`config.mk`:
```
export PLATFORM = sky130hd
export DESIGN_NAME = serial_word_deser
export DESIGN_NICKNAME = d
export VERILOG_FILES = /design/src/rtl/onescount_pkg.sv /design/src/rtl/serial_word_deser_word_out_buf.sv /design/src/rtl/serial_word_deser.sv
export SDC_FILE = /design/constraint.sdc
export NUM_CORES = 1
export LEC_CHECK = 0
export BUFFER_PORTS_ARGS = -buffer_cell sky130_fd_sc_hd__clkbuf_2
export CORE_MARGIN = 2
export CORE_UTILIZATION = 55
export CTS_BUF_LIST = sky130_fd_sc_hd__clkbuf_16
export DETAILED_ROUTE_END_ITERATION = 6
export PLACE_DENSITY = 0.8
export SETUP_SLACK_MARGIN = 0.1
export SLEW_MARGIN = 20
export SYNTH_ARGS = -nofsm -noshare
export SYNTH_HDL_FRONTEND = slang
export SYNTH_HIERARCHICAL = 1
export SYNTH_SLANG_ARGS = --single-unit
```
`constraint.sdc`:
```
create_clock -name clk -period 1.8 [get_ports clk]
set_input_delay 0.45 -clock clk [delete_from_list [all_inputs] [get_ports clk]]
set_output_delay 0.45 -clock clk [all_outputs]
set_load 0.02 [all_outputs]
```
`src/rtl/onescount_pkg.sv`:
```
// Shared definitions for the serial word deserializer and the ones counter it feeds.
package onescount_pkg;

    localparam int WORD_W = 7;
    localparam int CNT_W  = 3;

    typedef logic [WORD_W-1:0] word_t;

    typedef enum logic {
        COL_IDLE  = 1'b0,
        COL_SHIFT = 1'b1
    } col_state_t;

    typedef enum logic {
        BUF_EMPTY = 1'b0,
        BUF_FULL  = 1'b1
    } buf_state_t;

endpackage

```
`src/rtl/serial_word_deser_word_out_buf.sv`:
```
// One-entry output register with valid/ready handshake.
// A completed word is dropped, and overrun is set, when the buffer is full
// and the consumer is not taking the current word.
module word_out_buf
    import onescount_pkg::buf_state_t;
    import onescount_pkg::BUF_EMPTY;
    import onescount_pkg::BUF_FULL;
#(
    parameter int WIDTH = 7
) (
    input  logic             clk,
    input  logic             rst,
    input  logic             load,
    input  logic [WIDTH-1:0] load_word,
    input  logic             ready,
    input  logic             overrun_clr,
    output logic             valid,
    output logic [WIDTH-1:0] word,
    output logic             overrun
);

    buf_state_t       state;
    buf_state_t       state_next;
    logic [WIDTH-1:0] word_next;
    logic             overrun_next;
    logic             drop;

    // State, data and sticky flag registers.
    always_ff @(posedge clk) begin
        if (rst) begin
            state   <= BUF_EMPTY;
            word    <= '0;
            overrun <= 1'b0;
        end else begin
            state   <= state_next;
            word    <= word_next;
            overrun <= overrun_next;
        end
    end

    // Load / consume / drop decisions; a drop wins over a same-cycle clear.
    always_comb begin
        state_next   = state;
        word_next    = word;
        drop         = 1'b0;
        if (load) begin
            if (state == BUF_EMPTY || ready) begin
                // Empty, or the held word is consumed this cycle: no bubble.
                word_next  = load_word;
                state_next = BUF_FULL;
            end else begin
                drop = 1'b1;
            end
        end else if (state == BUF_FULL && ready) begin
            state_next = BUF_EMPTY;
        end

        if (drop) begin
            overrun_next = 1'b1;
        end else if (overrun_clr) begin
            overrun_next = 1'b0;
        end else begin
            overrun_next = overrun;
        end
    end

    assign valid = (state == BUF_FULL);

endmodule

```
`src/rtl/serial_word_deser.sv`:
```
// Serial-to-parallel word assembler, MSB first, feeding a registered
// output buffer. The collector FSM lives here; buffering is in word_out_buf.
module serial_word_deser
    import onescount_pkg::col_state_t;
    import onescount_pkg::COL_IDLE;
    import onescount_pkg::COL_SHIFT;
#(
    parameter int WIDTH = onescount_pkg::WORD_W,
    parameter int CNT_W = onescount_pkg::CNT_W
) (
    input  logic             clk,
    input  logic             rst,
    input  logic             ser_valid,
    input  logic             ser_bit,
    input  logic             abort,
    input  logic             overrun_clr,
    input  logic             word_ready,
    output logic             word_valid,
    output logic [WIDTH-1:0] word,
    output logic             busy,
    output logic             overrun
);

    col_state_t       state;
    col_state_t       state_next;
    logic [CNT_W-1:0] bit_cnt;
    logic [CNT_W-1:0] bit_cnt_next;
    logic [WIDTH-1:0] shreg;
    logic [WIDTH-1:0] shreg_next;
    logic             word_done;
    logic [WIDTH-1:0] done_word;

    localparam logic [CNT_W-1:0] LAST_CNT = CNT_W'(WIDTH - 1);

    // Collector registers.
    always_ff @(posedge clk) begin
        if (rst) begin
            state   <= COL_IDLE;
            bit_cnt <= '0;
            shreg   <= '0;
        end else begin
            state   <= state_next;
            bit_cnt <= bit_cnt_next;
            shreg   <= shreg_next;
        end
    end

    // Next-state: abort beats an incoming bit; the WIDTH-th bit completes a word.
    always_comb begin
        state_next   = state;
        bit_cnt_next = bit_cnt;
        shreg_next   = shreg;
        word_done    = 1'b0;
        done_word    = {shreg[WIDTH-2:0], ser_bit};
        if (abort) begin
            state_next   = COL_IDLE;
            bit_cnt_next = '0;
            shreg_next   = '0;
        end else if (ser_valid) begin
            shreg_next = {shreg[WIDTH-2:0], ser_bit};
            if (bit_cnt == LAST_CNT) begin
                word_done    = 1'b1;
                bit_cnt_next = '0;
                state_next   = COL_IDLE;
            end else begin
                bit_cnt_next = bit_cnt + CNT_W'(1);
                state_next   = COL_SHIFT;
            end
        end
    end

    assign busy = (state == COL_SHIFT);

    word_out_buf #(
        .WIDTH (WIDTH)
    ) u_out_buf (
        .clk         (clk),
        .rst         (rst),
        .load        (word_done),
        .load_word   (done_word),
        .ready       (word_ready),
        .overrun_clr (overrun_clr),
        .valid       (word_valid),
        .word        (word),
        .overrun     (overrun)
    );

endmodule

```
==> results.py, run 1 <==
metrics = {
    "worst_hold_path": {
        "hold_class": "flip-flop to flip-flop",
        "worstHoldPathCells": 2,
    },
    "synth": {
        "synth-seq-cells": 19,
        "netlist_area_um2": 802.0,
        "synth.distinct_cells": 17,
        "ys_seq_area_frac": 0.4743,
        "synth_area_per_cell_um2": 10.15,
        "synth_nets": 86,
        "synth_warnings": 6,
        "synth_cells": 79,
    },
    "final_layout": {
        "area_growth_pct": 19.50,
        "layout_commonest_cell": "dfxtp_1",
        "fillCellCount": 115,
        "drive_above_1_share": 0.2680,
        "final_cell_mix": "dfxtp_1 (19), clkbuf_2 (16), mux2i_1 (14), nand2b_1 (14), nor2_1 (12)",
        "diodes": 0,
        "nNetsFinal": 105,
    },
    "floorplan": {
        "initial_core_util": 0.6013,
        "die_h_um": 42.19,
        "die_x_um": 42.19,
        "coreArea_um2": 1334,
        "num_io_pins": 17,
        "dieArea_um2": 1780,
        "fp-row-count": 13,
    },
    "sta": {
        "tns_ns": 0,
        "finalHoldViolCount": 0,
        "final-setup-viol-count": 0,
        "fin_crit_ns": 1.505,
        "rsz0062_at_grt": "false",
        "fin_skew_ns": 0.005502,
        "worst_pin_slew_ns": 0.4574,
        "drv_slew": 0,
        "finalCritPeriodShare": 0.8359,
        "finalWorstSetupSlack_ns": 0.2954,
        "relSlewSlack": 0.6937,
        "max_freq_mhz": 664.6,
    },
    "drt": {
        "vias_per_cell": 5.018,
        "wl_met2_um": 661,
        "drc_errors": 0,
        "wirelength_um": 1301,
        "ant_nets": 0,
        "vias": 562,
        "met1_length_um": 575,
        "top_layer": "met4",
        "dr.pass1.iters": 2,
        "drtIter0Drc": 4,
        "detail_route.wl_per_cell_um": 11.62,
        "wl_met3_um": 37,
    },
    "global_route": {
        "grt_start_max_net_pins": 17,
        "grt_pass1_wl_um": 2325,
        "antenna_found_initial": 0,
        "grt_overflow": 0,
        "grtUsageTotal": 0.1787,
        "grt_pass1_vias": 535,
    },
    "clock_network": {
        "numCtsBuffers": 3,
        "post_cts_buffers": 0,
        "cts_max_level": 1,
        "cts.clk_slew.worst_paths_ns": 0.06,
        "cts.sinks": 19,
        "cts_tree": "yes",
        "postCtsHoldBufs": 0,
        "clk_latency_ns": 0.25,
        "clockRootBuffer": "clkbuf_16",
        "ctsResizeCount": 0,
        "clk_path_buf_depth": 2,
    },
    "critical_path": {
        "crit_type": "flip-flop to flip-flop",
        "cp.depth": 4,
        "crit_fanout": 7,
        "required_ns": 1.97,
        "cp.arrival_ns": 1.68,
        "max_stage_delay_ns": 0.45,
        "path_delay_family": "simple AND/OR/NAND/NOR gates",
        "cpMaxStageDelayCell": "nor2b_2",
        "crit_chain": "nand4b_1, nor2_1, nor2b_2, mux2i_1",
        "crit_buf_inv": 0,
        "r2r_cells": 4,
        "start_kind": "flip-flop",
        "end_kind": "flip-flop",
    },
    "place": {
        "portBuffers": 16,
        "dp_worst_setup_slack_ns": 0.2176,
        "hpwl_um": 897.3,
        "gp_congestion": 0.7228,
    },
    "power": {
        "leakage_nw": 0.3886,
        "power.density_nw_per_um2": 963.6,
        "ir_drop_mv": 0.6829,
    },
    "outcome": {
        "status": "finished, final reports clean",
    },
    "flow_run": {
        "drv_cap": 0,
    },
}
==> through the flow <==
stage | cells | cell area, µm² | total power [mW] | hold WS (ns) | utilization
after global routing | 112 | 958.4 | 0.9500 | 0.4802 | 0.7186
after detailed placement | 108 | 878.3 | 0.4785 | 0.4608 | 0.6585
after CTS | 112 | 958.4 | 0.9315 | 0.4724 | 0.7186
final | 112 | 958.4 | 0.9236 | 0.4690 | 0.7186
after floorplan | 79 | 802.0 | 0.4648 | 0.4506 | -
after global placement | 108 | 878.3 | 0.4768 | 0.4627 | 0.6585
==> path summary, 6_finish.rpt <==
kind / startpoint / endpoint / slack (ns)
setup reg to reg: bit_cnt[0] / u_out_buf/word[5] / 0.30
hold / removal: u_out_buf/word[1] / u_out_buf/word[1] / 0.47
hold reg to reg: u_out_buf/word[1] / u_out_buf/word[1] / 0.47
setup / recovery: bit_cnt[0] / u_out_buf/word[5] / 0.30
==> registers in the layout, indices dropped and copies added (netlist names) <==
name,count
bit_cnt,3
u_out_buf/word,7
busy,1
shreg,6
u_out_buf/overrun,1
u_out_buf/valid,1
==> area by class of cell <==
cell class	instances	area (µm²)	share of cell area
sequential	19	380.4	0.3969
clock inverter	1	5.005	0.005222
multi-input combinational	56	384.1	0.4008
timing repair buffer	18	95.09	0.09922
clock buffer	3	75.07	0.07833
tap	15	18.77	0.01958
==> cell usage after synthesis <==
| master | count | area share |
|---|---|---|
| nor2b_4 | 1 | 0.017 |
| mux2i_1 | 14 | 0.17 |
| dfxtp_1 | 19 | 0.47 |
| nor2b_2 | 1 | 0.011 |
| or2_1 | 1 | 0.0078 |
| buf_6 | 3 | 0.042 |
| nand4b_1 | 1 | 0.011 |
| nand3b_1 | 1 | 0.0094 |
| nor2b_1 | 1 | 0.0078 |
| a21oi_1 | 3 | 0.019 |
| nand2_1 | 3 | 0.014 |
| a21oi_2 | 1 | 0.011 |
| nor2_1 | 12 | 0.056 |
| clkbuf_1 | 1 | 0.0047 |
| o21ai_0 | 2 | 0.012 |
| nand2b_1 | 14 | 0.11 |
| nand4b_2 | 1 | 0.019 |
==> tightest hold or removal path: stages, from the launching register on <==
cell and delay, ns:
dfxtp_1 0.31, nand2b_1 0.06, mux2i_1 0.05
==> kinds of logic (layout without fill, tap and decap cells) <==
group,count (synthesis),count (layout),share of synthesized area
AND/OR/NAND/NOR,36,36,0.2621
flip-flops,19,19,0.4743
multiplexers,14,14,0.1747
AO/OA/AOI/OAI,6,6,0.04212
buffers and inverters,4,22,0.04679
==> report_power, final <==
part | switching (mW) | internal (mW)
registers | 0.00348 | 0.424
logic | 0.0212 | 0.0201
clock network | 0.157 | 0.298
total | 0.181 | 0.742
==> routing by layer <==
layer  track usage  vias up
met2        0.3015       11
met1        0.2016      248
met5             0        -
met4        0.1125        0
met3       0.03879        4
li1              -      299
Note: power is estimated with default switching activity, not from simulation.
==> inputs of run 2 (changes only) <==
--- a/config.mk
+++ b/config.mk
@@ -7,10 +7,10 @@
 export LEC_CHECK = 0
 export BUFFER_PORTS_ARGS = -buffer_cell sky130_fd_sc_hd__clkbuf_2
 export CORE_MARGIN = 2
-export CORE_UTILIZATION = 55
+export CORE_UTILIZATION = 46
 export CTS_BUF_LIST = sky130_fd_sc_hd__clkbuf_16
 export DETAILED_ROUTE_END_ITERATION = 6
-export PLACE_DENSITY = 0.8
+export PLACE_DENSITY = 0.72
 export SETUP_SLACK_MARGIN = 0.1
 export SLEW_MARGIN = 20
 export SYNTH_ARGS = -nofsm -noshare
==> constraint.sdc (replaced) <==
create_clock -name clk -period 1.2 [get_ports clk]
set_input_delay 0.3 -clock clk [delete_from_list [all_inputs] [get_ports clk]]
set_output_delay 0.3 -clock clk [all_outputs]
set_load 0.02 [all_outputs]
==> run 2 against run 1 <==
  * Clock power increased by 49%
  * Die area increased by 18%
  * Non-clock buffer count increased by 5
  * Wire length increased by 7.1%
  * Sequential share of layout area decreased by 2.4 points
  * Register-to-register slack got worse by 0.26 ns
  * Via count increased by 5.0%
  * Critical endpoint is now u_out_buf/word[0]
==> results.py, run 2 (synthesis results as in run 1) <==
metrics = {
    "outcome": {
        "status": "finished, final reports clean",
    },
    "sta": {
        "hold_ws_ns": 0.3097,
        "max_freq_mhz": 856.1,
        "rsz0062_at_grt": "true",
        "worst_pin_slew_ns": 0.3486,
        "fin_skew_ns": 0.001343,
        "fin_crit_ns": 1.168,
        "finalHoldViolCount": 0,
        "finalCritPeriodShare": 0.9734,
        "drv_slew": 0,
        "final-setup-viol-count": 0,
        "relSlewSlack": 0.7676,
    },
    "drt": {
        "drc_errors": 0,
        "vias_per_cell": 4.958,
        "drtIter0Drc": 3,
        "ant_nets": 0,
        "wirelength_um": 1394,
        "detail_route.wl_per_cell_um": 11.71,
        "dr.pass1.iters": 2,
        "vias": 590,
    },
    "power": {
        "pwr-share-comb": 0.049,
        "ir_drop_mv": 0.7373,
        "p_seq_frac": 0.462,
        "power.density_nw_per_um2": 1354,
        "swShare": 0.1964,
        "pwr-share-clk": 0.490,
        "finalPower_mw": 1.385,
        "power_switching_mw": 0.2719,
        "internal-power_mw": 1.113,
        "leakage_nw": 0.4200,
    },
    "clock_network": {
        "cts_tree": "yes",
        "numCtsBuffers": 3,
        "cts_max_level": 1,
        "cts.sinks": 19,
        "cts.clk_slew.worst_paths_ns": 0.05,
        "postCtsHoldBufs": 0,
        "clockRootBuffer": "clkbuf_16",
        "clk_path_buf_depth": 2,
        "clk_latency_ns": 0.25,
    },
    "worst_hold_path": {
        "worstHoldPathCells": 3,
        "hold_class": "primary input to flip-flop",
    },
    "place": {
        "dp_cells": 115,
        "dpl-instance-area_um2": 932.1,
        "hpwl_um": 980.5,
        "gp_congestion": 0.6982,
        "portBuffers": 16,
    },
    "critical_path": {
        "r2r_cells": 5,
        "required_ns": 1.38,
        "crit_type": "flip-flop to flip-flop",
        "start_kind": "flip-flop",
        "end_kind": "flip-flop",
        "crit_fanout": 7,
        "reg2reg_slack_ns": 0.03,
        "cp.arrival_ns": 1.35,
    },
    "floorplan": {
        "initial_core_util": 0.4748,
        "coreArea_um2": 1689,
        "die_h_um": 45.76,
        "die_x_um": 45.76,
        "fp-row-count": 15,
        "num_io_pins": 17,
        "dieArea_um2": 2094,
    },
    "final_layout": {
        "drive_above_1_share": 0.3235,
        "fillCellCount": 145,
        "utilization": 0.6052,
        "regMostFlops": "u_out_buf/word",
        "instances_no_fill": 119,
        "top_regs": "u_out_buf/word: 7 flops, shreg: 6 flops, bit_cnt: 3 flops",
        "area_growth_pct": 27.46,
        "nNetsFinal": 110,
        "final_area_um2": 1022,
        "final_cell_mix": "dfxtp_1 (18), clkbuf_2 (16), mux2i_1 (14), nand2b_1 (14), nor2_1 (11)",
        "layout_commonest_cell": "dfxtp_1",
        "diodes": 0,
        "largest_reg_flops": 7,
    },
    "global_route": {
        "grt_pass1_vias": 546,
        "antenna_found_initial": 0,
        "grt_overflow": 0,
        "grtUsageTotal": 0.1562,
        "grt_pass1_wl_um": 2208,
        "grt_start_max_net_pins": 17,
    },
    "flow_run": {
        "drv_cap": 0,
    },
}
run 2: stage by stage:
stage               setup TNS, ns  setup WS (ns)
floorplan                       0        0.03611
global placement         -0.01486      -0.009075
detailed placement        -0.1394       -0.02768
CTS                             0       0.009265
global route              -0.1901       -0.04158
finish                          0        0.03196
run 2: path summary, 6_finish.rpt:
path / from / to
hold reg to reg: u_out_buf/word[6] / u_out_buf/word[6]
hold / removal: ser_bit / u_out_buf/word[0]
setup / recovery: bit_cnt[0] / u_out_buf/word[0]
setup reg to reg: bit_cnt[0] / u_out_buf/word[0]
run 2: timing repair:
item / in CTS / in global routing
resized for setup: 1 / 2
setup buffers: 1 / 1
pin swaps: 0 / 1
endpoints found under the setup margin: 7 / 9
run 2: per-layer routing:
layer | part of all wire | GRT usage | up-vias | wire length [µm]
met5 | 0 | 0 | - | 0
met4 | 0.028 | 0.1200 | 0 | 39
met3 | 0.029 | 0.03571 | 5 | 40
met2 | 0.51 | 0.2620 | 10 | 706
met1 | 0.44 | 0.1675 | 266 | 608
li1 | - | - | 309 | -
run 2: cell type report:
type	count	area, µm²	share of cell area
clock inverter	1	3.754	0.003672
multi-input combinational	56	395.4	0.3868
clock buffer	3	75.07	0.07344
tap	17	21.27	0.02081
timing repair buffer	23	145.1	0.1420
sequential	19	381.6	0.3733
run 2: power groups by stage:
stage                     sequential, mW  combinational [mW]  clock [mW]
after global routing               0.640              0.0745       0.712
after global placement             0.653              0.0664           0
after floorplan                    0.656              0.0413           0
final                              0.639              0.0674       0.678
after detailed placement           0.653              0.0676           0
after CTS                          0.640              0.0677       0.676
run 2: critical path, cell delays in order, from the launching register on:
cell and delay (ns):
dfxtp_2 0.31, nand4b_1 0.19, nor2_2 0.12, nor2b_4 0.17, buf_12 0.13, mux2i_1 0.17
==> inputs of run 3 (changes only) <==
==> constraint.sdc (replaced) <==
create_clock -name clk -period 1 [get_ports clk]
set_input_delay 0.25 -clock clk [delete_from_list [all_inputs] [get_ports clk]]
set_output_delay 0.25 -clock clk [all_outputs]
set_load 0.02 [all_outputs]
==> run 3 against run 2 <==
  * The flow now finishes with violations (negative setup slack)
  * Worst setup slack got worse by 0.23 ns
  * Die area did not move
  * Critical path depth did not move
  * Core utilization rose by 7.9 points
  * Combinational power rose by 27%
  * Largest cell class unchanged
  * Highest routed layer unchanged
==> results.py, run 3 (synthesis results as in run 1) <==
metrics = {
    "critical_path": {
        "cp.arrival_ns": 1.37,
        "start_kind": "flip-flop",
        "crit_type": "flip-flop to flip-flop",
        "end_kind": "flip-flop",
        "required_ns": 1.17,
        "crit_fanout": 7,
    },
    "final_layout": {
        "regMostFlops": "u_out_buf/word",
        "instances_no_fill": 122,
        "seqCellArea_um2": 394.1,
        "area_growth_pct": 44.15,
        "final_cell_mix": "mux2i_1 (14), nand2b_1 (14), nor2_1 (11), dfxtp_2 (11)",
        "top_regs": "u_out_buf/word: 7 flops, shreg: 6 flops, bit_cnt: 3 flops",
        "multiInputGateArea_um2": 395.4,
        "nNetsFinal": 113,
        "largest_reg_flops": 7,
        "drive_above_1_share": 0.4381,
        "diodes": 0,
        "fillCellCount": 129,
    },
    "global_route": {
        "grtUsageTotal": 0.1608,
        "grt_overflow": 0,
        "grt_pass1_wl_um": 2304,
        "grt_start_max_net_pins": 17,
        "grt_pass1_vias": 571,
        "antenna_found_initial": 0,
    },
    "sta": {
        "finalCritPeriodShare": 1.197,
        "worst_pin_slew_ns": 0.3603,
        "finalHoldViolCount": 0,
        "fin_skew_ns": 0.002187,
        "max_freq_mhz": 835.7,
        "final-setup-viol-count": 7,
        "fin_crit_ns": 1.197,
        "drv_slew": 0,
        "finalWorstSetupSlack_ns": -0.1965,
        "rsz0062_at_grt": "true",
        "relSlewSlack": 0.7598,
        "hold_ws_ns": 0.2513,
    },
    "drt": {
        "detail_route.wl_per_cell_um": 11.94,
        "dr.pass1.iters": 1,
        "drtIter0Drc": 0,
        "vias_per_cell": 4.967,
        "wirelength_um": 1457,
        "vias": 606,
        "drc_errors": 0,
        "ant_nets": 0,
    },
    "worst_hold_path": {
        "hold_class": "primary input to flip-flop",
    },
    "clock_network": {
        "cts.clk_slew.worst_paths_ns": 0.05,
        "clockRootBuffer": "clkbuf_16",
        "cts_tree": "yes",
        "clk_latency_ns": 0.25,
        "postCtsHoldBufs": 0,
        "cts_max_level": 1,
        "numCtsBuffers": 3,
        "cts.sinks": 19,
        "clk_path_buf_depth": 2,
    },
    "power": {
        "leakage_nw": 0.4674,
        "ir_drop_mv": 0.9852,
        "finalPower_mw": 1.650,
        "power.density_nw_per_um2": 1427,
    },
    "place": {
        "hpwl_um": 941.8,
        "dp_cells": 114,
        "gp_congestion": 0.7284,
        "portBuffers": 16,
        "dp_worst_setup_slack_ns": -0.2327,
    },
    "outcome": {
        "violations": "negative setup slack",
        "status": "finished, violations left",
    },
    "floorplan": {
        "die_h_um": 45.76,
        "coreArea_um2": 1689,
        "dieArea_um2": 2094,
        "num_io_pins": 17,
        "die_x_um": 45.76,
        "fp-row-count": 15,
        "initial_core_util": 0.4748,
    },
    "flow_run": {
        "drv_cap": 0,
    },
}
-- run 3: critical path, cell delays in order (launching register included) --
cell	delay [ns]
dfxtp_2	0.31
nand4b_1	0.20
nor2_2	0.13
nor2b_4	0.17
buf_12	0.13
mux2i_1	0.17
-- run 3: timing repair --
item | CTS | global route
pin swaps | 1 | 1
resized for setup | 31 | 12
setup endpoints to repair | 19 | 20
hold endpoints to repair | 0 | 0
buffers inserted | 2 | 4
-- run 3: layout make-up --
type | count | share of cell area
clock inverter | 1 | 0.003247
timing repair buffer | 26 | 0.2305
sequential | 19 | 0.3409
tap | 17 | 0.01840
multi-input combinational | 56 | 0.3420
clock buffer | 3 | 0.06493
-- run 3: worst paths after layout --
kind / start / slack [ns] / endpoint / cells after the start
worst min register to register: u_out_buf/word[6] / 0.48 / u_out_buf/word[6] / 2
worst min-delay path: ser_bit / 0.25 / u_out_buf/word[0] / 3
worst max-delay path: bit_cnt[0] / -0.20 / u_out_buf/word[2] / 5
worst max register to register: bit_cnt[0] / -0.20 / u_out_buf/word[2] / 5
-- run 3: per-layer routing --
layer / track usage / routed length [µm] / vias to the layer above
met5: 0 / 0 / -
met4: 0.08571 / 10 / 0
met3: 0.05159 / 46 / 2
met2: 0.2704 / 801 / 7
met1: 0.1789 / 598 / 285
li1: - / - / 312
-- run 3: power breakdown --
group / switching, mW / internal [mW] / total, mW
sequential: 0.00405 / 0.765 / 0.769
clock: 0.265 / 0.531 / 0.796
combinational: 0.0425 / 0.0431 / 0.0856
-- run 3: stage by stage --
step | setup TNS [ns] | utilization | cell area (µm²)
final | -1.316 | 0.6844 | 1156
after CTS | -1.379 | 0.6622 | 1119
after detailed placement | -1.536 | 0.5474 | 924.6
after floorplan | -1.147 | - | 803.3
after global routing | -2.068 | 0.6844 | 1156
after global placement | -1.183 | 0.5474 | 924.6
